--- config.mk ---
export PLATFORM = sky130hd
export DESIGN_NAME = score_ram_flat
export DESIGN_NICKNAME = d
export VERILOG_FILES = /design/src/rtl/score_ram_pkg.sv /design/src/rtl/score_ram_if.sv /design/src/rtl/score_ram_array.sv /design/src/rtl/score_ram.sv /design/src/flat_wrapper.sv
export SDC_FILE = /design/constraint.sdc
export NUM_CORES = 1
export LEC_CHECK = 0
export BUFFER_PORTS_ARGS = -buffer_cell sky130_fd_sc_hd__buf_4
export CAP_MARGIN = 20
export CORE_MARGIN = 5
export CORE_UTILIZATION = 30
export CTS_BUF_LIST = sky130_fd_sc_hd__clkbuf_4
export CTS_CLUSTER_DIAMETER = 80
export DETAILED_ROUTE_END_ITERATION = 7
export GPL_TIMING_DRIVEN = 0
export HOLD_SLACK_MARGIN = 0.02
export PLACE_DENSITY_LB_ADDON = 0.08
export SYNTH_ARGS = -nofsm -noshare
export SYNTH_HDL_FRONTEND = slang
export SYNTH_SLANG_ARGS = --single-unit
--- constraint.sdc ---
create_clock -name clk -period 4 [get_ports clk]
set_clock_uncertainty 0.05 [all_clocks]
set_input_delay 0.8 -clock clk [delete_from_list [all_inputs] [get_ports clk]]
set_output_delay 0.8 -clock clk [all_outputs]
set_load 0.05 [all_outputs]
--- src/rtl/score_ram_pkg.sv ---
// Shared types and constants for the score RAM: widths, FSM state encoding
// and the default score that the clear sweep loads into odd addresses.
package score_ram_pkg;
  localparam int ADDR_W = 5;
  localparam int DATA_W = 16;
  localparam logic [DATA_W-1:0] SCORE_DEFAULT_C = 16'd99;

  typedef enum logic {
    CLEAR = 1'b0,
    SERVE = 1'b1
  } state_t;
endpackage

--- src/rtl/score_ram_if.sv ---
// Request/response bundle between a score RAM initiator (master) and the RAM (slave).
interface score_ram_if;
  import score_ram_pkg::*;

  logic              scoreRAM_RW;
  logic [ADDR_W-1:0] scoreRAM_Addr;
  logic [DATA_W-1:0] scoreRAM_Din;
  logic [DATA_W-1:0] scoreRAM_Dout;
  logic              ready;

  modport master (
    output scoreRAM_RW, scoreRAM_Addr, scoreRAM_Din,
    input  scoreRAM_Dout, ready
  );

  modport slave (
    input  scoreRAM_RW, scoreRAM_Addr, scoreRAM_Din,
    output scoreRAM_Dout, ready
  );
endinterface

--- src/rtl/score_ram_array.sv ---
// DEPTH x 16 storage: one write port, one registered read-first read port.
// Out-of-range addresses drop writes and read as zero.
module score_ram_array
  import score_ram_pkg::*;
#(
  parameter int DEPTH = 32
) (
  input  logic              clk,
  input  logic              rst,
  input  logic              i_we,
  input  logic [ADDR_W-1:0] i_waddr,
  input  logic [DATA_W-1:0] i_wdata,
  input  logic              i_rd_en,
  input  logic [ADDR_W-1:0] i_raddr,
  output logic [DATA_W-1:0] o_rdata
);

  logic [DATA_W-1:0] r_mem [DEPTH];
  logic [DATA_W-1:0] r_rdata;
  logic              w_wr_ok;
  logic              w_rd_ok;

  assign w_wr_ok = i_we && (int'(i_waddr) < DEPTH);
  assign w_rd_ok = i_rd_en && (int'(i_raddr) < DEPTH);

  always_ff @(posedge clk) begin
    if (w_wr_ok) r_mem[i_waddr] <= i_wdata;
  end

  // Read samples the pre-write word, so a same-edge write is seen one cycle later.
  always_ff @(posedge clk or posedge rst) begin
    if (rst)          r_rdata <= '0;
    else if (w_rd_ok) r_rdata <= r_mem[i_raddr];
    else              r_rdata <= '0;
  end

  assign o_rdata = r_rdata;
endmodule

--- src/rtl/score_ram.sv ---
// Score RAM top: clear sweep FSM, write mux and read latency pipeline.
// Optional SCORE_RAM_WRSTAT_EN adds wr_count, a saturating count of write requests.
module score_ram
  import score_ram_pkg::*;
#(
  parameter int                DEPTH         = 32,
  parameter int                RD_LAT        = 2,
  parameter logic [DATA_W-1:0] SCORE_DEFAULT = SCORE_DEFAULT_C
) (
  input  logic       clk,
  input  logic       rst,
  score_ram_if.slave bus
`ifdef SCORE_RAM_WRSTAT_EN
  ,
  output logic [7:0] wr_count
`endif
);

  localparam logic [ADDR_W-1:0] LAST_ADDR = ADDR_W'(DEPTH - 1);

  state_t            r_state;
  state_t            w_state_nxt;
  logic [ADDR_W-1:0] r_sweep;
  logic              r_ready;
  logic              w_we;
  logic [ADDR_W-1:0] w_waddr;
  logic [DATA_W-1:0] w_wdata;
  logic              w_rd_en;
  logic [DATA_W-1:0] w_rdata;
  logic [DATA_W-1:0] r_rd_p1;
  logic [DATA_W-1:0] r_rd_p2;
  logic [DATA_W-1:0] w_dout;

  always_ff @(posedge clk or posedge rst) begin
    if (rst) begin
      r_state <= CLEAR;
      r_sweep <= '0;
      r_ready <= 1'b0;
    end else begin
      r_state <= w_state_nxt;
      r_ready <= (w_state_nxt == SERVE);
      if (r_state == CLEAR) r_sweep <= r_sweep + ADDR_W'(1);
    end
  end

  // The sweep owns the write port while clearing; the initiator owns it afterwards.
  always_comb begin
    w_state_nxt = r_state;
    w_we        = bus.scoreRAM_RW;
    w_waddr     = bus.scoreRAM_Addr;
    w_wdata     = bus.scoreRAM_Din;
    w_rd_en     = 1'b1;
    case (r_state)
      CLEAR: begin
        w_we    = 1'b1;
        w_waddr = r_sweep;
        w_wdata = r_sweep[0] ? SCORE_DEFAULT : '0;
        w_rd_en = 1'b0;
        if (r_sweep == LAST_ADDR) w_state_nxt = SERVE;
      end
      SERVE: w_state_nxt = SERVE;
    endcase
  end

  score_ram_array #(.DEPTH(DEPTH)) u_array (
    .clk     (clk),
    .rst     (rst),
    .i_we    (w_we),
    .i_waddr (w_waddr),
    .i_wdata (w_wdata),
    .i_rd_en (w_rd_en),
    .i_raddr (bus.scoreRAM_Addr),
    .o_rdata (w_rdata)
  );

  // p1/p2: extra delay stages after the array's registered read
  always_ff @(posedge clk or posedge rst) begin
    if (rst) begin
      r_rd_p1 <= '0;
      r_rd_p2 <= '0;
    end else begin
      r_rd_p1 <= w_rdata;
      r_rd_p2 <= r_rd_p1;
    end
  end

  always_comb begin
    case (RD_LAT)
      1:       w_dout = w_rdata;
      3:       w_dout = r_rd_p2;
      default: w_dout = r_rd_p1;
    endcase
  end

  assign bus.scoreRAM_Dout = w_dout;
  assign bus.ready         = r_ready;

`ifdef SCORE_RAM_WRSTAT_EN
  logic       r_rw_prev;
  logic [7:0] r_wr_count;

  always_ff @(posedge clk or posedge rst) begin
    if (rst) begin
      r_rw_prev  <= 1'b0;
      r_wr_count <= '0;
    end else begin
      r_rw_prev <= bus.scoreRAM_RW;
      if ((r_state == SERVE) && bus.scoreRAM_RW && !r_rw_prev && (r_wr_count != 8'hFF))
        r_wr_count <= r_wr_count + 8'd1;
    end
  end

  assign wr_count = r_wr_count;
`endif
endmodule

--- src/flat_wrapper.sv ---
// flat-port wrapper written by rule: the top's interface ports become plain ports
module score_ram_flat import score_ram_pkg::*;
#(
  parameter int                DEPTH         = 32,
  parameter int                RD_LAT        = 2,
  parameter logic [DATA_W-1:0] SCORE_DEFAULT = SCORE_DEFAULT_C
)
  (clk, rst, bus_scoreRAM_RW, bus_scoreRAM_Addr, bus_scoreRAM_Din, bus_scoreRAM_Dout, bus_ready);
  score_ram_if bus_i ();
  input  logic clk;
  input  logic rst;
  input wire logic [$bits(bus_i.scoreRAM_RW)-1:0] bus_scoreRAM_RW;
  input wire logic [$bits(bus_i.scoreRAM_Addr)-1:0] bus_scoreRAM_Addr;
  input wire logic [$bits(bus_i.scoreRAM_Din)-1:0] bus_scoreRAM_Din;
  output wire logic [$bits(bus_i.scoreRAM_Dout)-1:0] bus_scoreRAM_Dout;
  output wire logic [$bits(bus_i.ready)-1:0] bus_ready;
  assign bus_i.scoreRAM_RW = bus_scoreRAM_RW;
  assign bus_i.scoreRAM_Addr = bus_scoreRAM_Addr;
  assign bus_i.scoreRAM_Din = bus_scoreRAM_Din;
  assign bus_scoreRAM_Dout = bus_i.scoreRAM_Dout;
  assign bus_ready = bus_i.ready;
  score_ram #(.DEPTH(DEPTH), .RD_LAT(RD_LAT), .SCORE_DEFAULT(SCORE_DEFAULT)) u_core (.clk(clk), .rst(rst), .bus(bus_i));
endmodule
# Word-level counts from Yosys, hierarchy flattened
# Memory sizes are Yosys's and may differ from the RTL's.
# Index checks and enable logic that the tools add are counted.
[word_totals] register_bits=38 mem_bits_rw=512 n_memories=1
[memory_table] memory="u_core.u_array.r_mem" words=32 width=16 read_ports=1 rd_clocked_by_memory_dff=0 write_ports=1 line="score_ram_array.sv:18" source="logic [DATA_W-1:0] r_mem [DEPTH];"
[classes] add_sub_neg=1 n_eq_ne=1 n_mux=10 bitwise=1
[ops] op="$mux 16" count=2
[ops] op="$mux 7" count=1
[ops] op="$add 5x1->5 const B" count=1
[ops] op="$eq 5x5->1 const B" count=1
[ops] op="$mux 1" count=5
[ops] op="$mux 5" count=1
[ops] op="$pmux 1 s2" count=1
[ops] op="$not 1->1" count=1

# Logic depth before layout (Yosys ltp)
[logic_depth] word_depth=3 depth_mapped=8 depth_no_buf=4

# By module
# Synthesis repeated with hierarchy kept, for this count alone.
[hier_totals] cells_unflattened=957 area_unflattened_um2=21170.3
[modules_own_cells] module="score_ram_array" n_inst=1 cells_each=892 area_each_um2=20298.2 seq_area_each_um2=15775.1
[modules_own_cells] module="score_ram" n_inst=1 cells_each=65 area_each_um2=872.1 seq_area_each_um2=550.5

# Worst setup path before layout
# No wires, ideal clock.
[synth_timing] kind="input port to flip-flop" startpoint="in bus_scoreRAM_Addr[2]" endpoint="mem u_core.u_array.r_mem[16][0] (enable)" t_arrival_ns=2.529 required_time_ns=3.561 setup_slack_ns=1.033 stages=7 path_buffers=4 path_cell_list="clkbuf_2 buf_4 buf_4 buf_2 mux2i_1 nand2_1 nor2_1"
[synth_between] elab_chain_len=1
[synth_lines] item="from (decl)" line="flat_wrapper.sv:13" source="input wire logic [$bits(bus_i.scoreRAM_Addr)-1:0] bus_scoreRAM_Addr;"
[synth_lines] item="$mux 5" line="score_ram.sv:53" source="case (r_state)"
[synth_lines] item="to (decl)" line="score_ram_array.sv:18"
# Every way passes these cells.

# Worst setup path after layout
[layout_timing] startpoint="reg u_core.r_state" endpoint="mem u_core.u_array.r_mem[17][6] (enable)"
[layout_between] elab_chain_len=3 elab_cells_between_ends=4 classes_between="mux (4)"
[layout_lines] item="from (decl)" line="score_ram.sv:21" source="state_t r_state;"
[layout_lines] item="from (signal assigned)" line="score_ram.sv:40" source="r_state <= w_state_nxt;"
[layout_lines] item="$mux 1" line="score_ram.sv:53"
[layout_lines] item="$mux 1" line="score_ram_array.sv:27" source="if (w_wr_ok) r_mem[i_waddr] <= i_wdata;"
[layout_lines] item="$mux 1 (not written as such)" line="score_ram_array.sv:27"
# Parallel ways exist; a longest one is shown, timed or not.

==> impl_metrics.toml <==
[setup_path]
crit_arrival_ns = 3.74
endpoint = "u_core.u_array.r_mem[17][6]"
ff2ff_path_depth = 6
crit_start = "u_core.r_state"
end_kind = "flop"
rrSetupSlack_ns = 0.83
crit_required_ns = 4.58
crit_type = "reg2reg"
rr_endpoint = "u_core.u_array.r_mem[17][6]"
startpoint_type = "flop"
path_max_fanout = 10
r2r_start = "u_core.r_state"

[run]
cap_viol_max_count = 0

[run_status]
status = "complete, no violations"

[timing]
max_slew.worst_pin.slew_ns = 1.137
fin_hold_ws_ns = 0.2671
relSlewSlack = 0.2387
timing.final.hold_violations = 0
period_share = 0.7922
fmaxAchievable_mhz = 315.6
rsz0062_at_grt = "no"
final-setup-viol-count = 0
slew_violations = 0
fin_crit_ns = 3.169

[detailed_routing]
drtIter0Drc = 893
routed_wl_mm = 60.10
final_antenna_net_count = 0
vias = 11260
viasPerCell = 4.696
drc_errors = 0
routedWlPerCell_um = 25.07
firstDrtPassIters = 5

[synthesis]
synth_area_per_cell_um2 = 19.25
ys_warn_count = 0
synth-main-ff-cell = "edfxtp_1"
synth_async_sr_flop_share = 0.06909
synth_area_um2 = 21140
syn_nets = 1124
yosysSeqAreaShare = 0.7723
ys_seq_elements = 550
yosys.cell_types.count = 43
synth_edf_count = 512
syn_inst = 1098

[cts]
cts.sinks = 550
postCtsSetupBuffers = 0
clock_latency_ns = 0.94
root_buffer = "clkbuf_4"
tritoncts = "built"
htree_levels = 4
cts_resized = 0
cts_inserted_buffers = 150
path_clk_slew_ns = 0.06
cts_buffer_depth = 3

[hold_path]
min_path_type = "reg2reg"
min-delay-start = "u_core.u_array.o_rdata[11]"

[global_route]
grt_pass1_wl_mm = 84.39
grt_start_max_net_pins = 33
antenna_found_initial = 4
grt_usage = 0.1598
grt_pass1_vias = 11630
grt_overflow = 0

[power_and_ir_drop]
peakVddDrop_mv = 0.2164
p_per_area_nw_per_um2 = 484.8
leakagePower_nw = 8.830
finalPower_w = 0.01239

[floorplan]
initial_core_util = 0.3024
die_h_um = 275.5
rows = 97
ios = 41
die-area_um2 = 75880
core-area_um2 = 69910
die_w_um = 275.5

[cells_and_area]
final_common_cell = "edfxtp_1"
nNetsFinal = 1358
drive_gt1_frac = 0.3260
syn_to_final_growth_pct = 20.88
final_cell_mix = "edfxtp_1 (512), clkbuf_4 (233), mux2i_1 (161)"
final_util = 0.3656

[placement]
dp_hpwl_mm = 40.00
routabilityCongestion = 0.7623
port_buffers = 38
==> registers in the layout, indices dropped and copies added (netlist names) <==
signal and flops:
u_core.u_array.o_rdata 16, u_core.r_state 1, u_core.r_sweep 5, u_core.u_array.r_mem 512
u_core.bus.scoreRAM_Dout 16
==> critical path: stages (launching register included) <==
cell and delay (ns):
dfrtp_1 0.42, clkbuf_1 0.30, clkbuf_1 0.58, mux2i_1 0.43, nand2_1 0.25, nor2_2 0.63, buf_16 0.23
==> routing by layer <==
| metal | global-route usage | part of all wire | vias up |
|---|---|---|---|
| met1 | 0.2248 | 0.47 | 5837 |
| met5 | 0 | 0 | - |
| li1 | - | - | 5028 |
| met4 | 0.05191 | 0.019 | 0 |
| met3 | 0.03694 | 0.047 | 90 |
| met2 | 0.2464 | 0.47 | 301 |
==> final cells by class <==
cell class / count / area (um2)
clock buffer: 233 / 1749
multi-input combinational: 484 / 4483
antenna: 3 / 7.507
tap: 940 / 1176
buffer: 62 / 419.2
clock inverter: 41 / 307.8
timing repair buffer: 82 / 1079
sequential: 550 / 16330
inverter: 2 / 7.507
fill: 6702 / 44350
==> synth_stat cells (2+ instances only) <==
master / n / share of area
a22oi_1: 78 / 0.028
nor2_1: 52 / 0.0092
buf_4: 22 / 0.0078
xnor2_1: 3 / 0.0012
nand3b_1: 2 / 0.00071
a21oi_1: 18 / 0.0043
and4_1: 2 / 0.00083
dfrtp_1: 38 / 0.045
nand2_1: 20 / 0.0036
and4bb_2: 2 / 0.0012
clkbuf_1: 14 / 0.0025
buf_2: 13 / 0.0031
nor2b_1: 4 / 0.0012
nand2b_1: 6 / 0.0018
inv_1: 2 / 0.00036
edfxtp_1: 512 / 0.73
mux2_2: 3 / 0.0016
mux4_2: 48 / 0.051
and4b_1: 3 / 0.0014
a22o_1: 2 / 0.00083
o21ai_0: 2 / 0.00047
ha_1: 2 / 0.0012
and2_1: 13 / 0.0038
mux2i_1: 161 / 0.076
nor4_1: 16 / 0.0047
nand4_1: 15 / 0.0044
o22ai_1: 15 / 0.0044
buf_6: 10 / 0.0053
nand3_1: 4 / 0.00095
a31oi_1: 3 / 0.00089
==> worst min-delay path by stage <==
stage / to / slack [ns] / cells past startpoint
3_5_place_dp: u_core.bus.scoreRAM_Dout[2] / 0.29 / 0
3_3_place_gp: u_core.bus.scoreRAM_Dout[14] / 0.29 / 0
5_1_grt: u_core.bus.scoreRAM_Dout[13] / 0.30 / 0
4_1_cts: u_core.bus.scoreRAM_Dout[13] / 0.20 / 3
6_report: u_core.bus.scoreRAM_Dout[11] / 0.27 / 0
2_1_floorplan: u_core.bus.scoreRAM_Dout[0] / 0.28 / 0
==> cell families (layout without fill, tap and decap cells) <==
logic type / after synthesis / count (layout) / share of synthesized area
buffers and inverters: 64 / 420 / 0.02018
adders and majority gates: 2 / 2 / 0.001184
and+or+nand+nor: 147 / 147 / 0.03681
other: 0 / 3 / 0
muxes: 212 / 212 / 0.1290
DFF: 550 / 550 / 0.7723
xor gates and xnor gates: 3 / 3 / 0.001243
AOI/OAI and AO/OA: 120 / 120 / 0.03936
==> stage by stage <==
| stage | TNS (ns) | cells | setup WS, ns | instance area [um2] |
|---|---|---|---|---|
| final | 0 | 2397 | 0.8311 | 25550 |
| after global routing | 0 | 2395 | 0.6844 | 25550 |
| after CTS | 0 | 2390 | 0.6473 | 25510 |
| after detailed placement | 0 | 2115 | 0.4674 | 23440 |
| after global placement | -100.84 | 2076 | -0.5026 | 22600 |
| after floorplan | 0 | 1098 | 1.033 | 21140 |
==> what timing repair did <==
| item | CTS | global route |
|---|---|---|
| hold endpoints to repair | 28 | 0 |
| setup endpoints to repair | 0 | 0 |
| hold buffers | 1 | 0 |
==> where the power goes <==
part / total (W) / internal (W) / switching [W]
clock: 0.00528 / 0.00297 / 0.00231
combinational: 0.000736 / 0.000237 / 0.000499
sequential: 0.00637 / 0.00635 / 0.0000180
(Power assumes the default switching activity.)
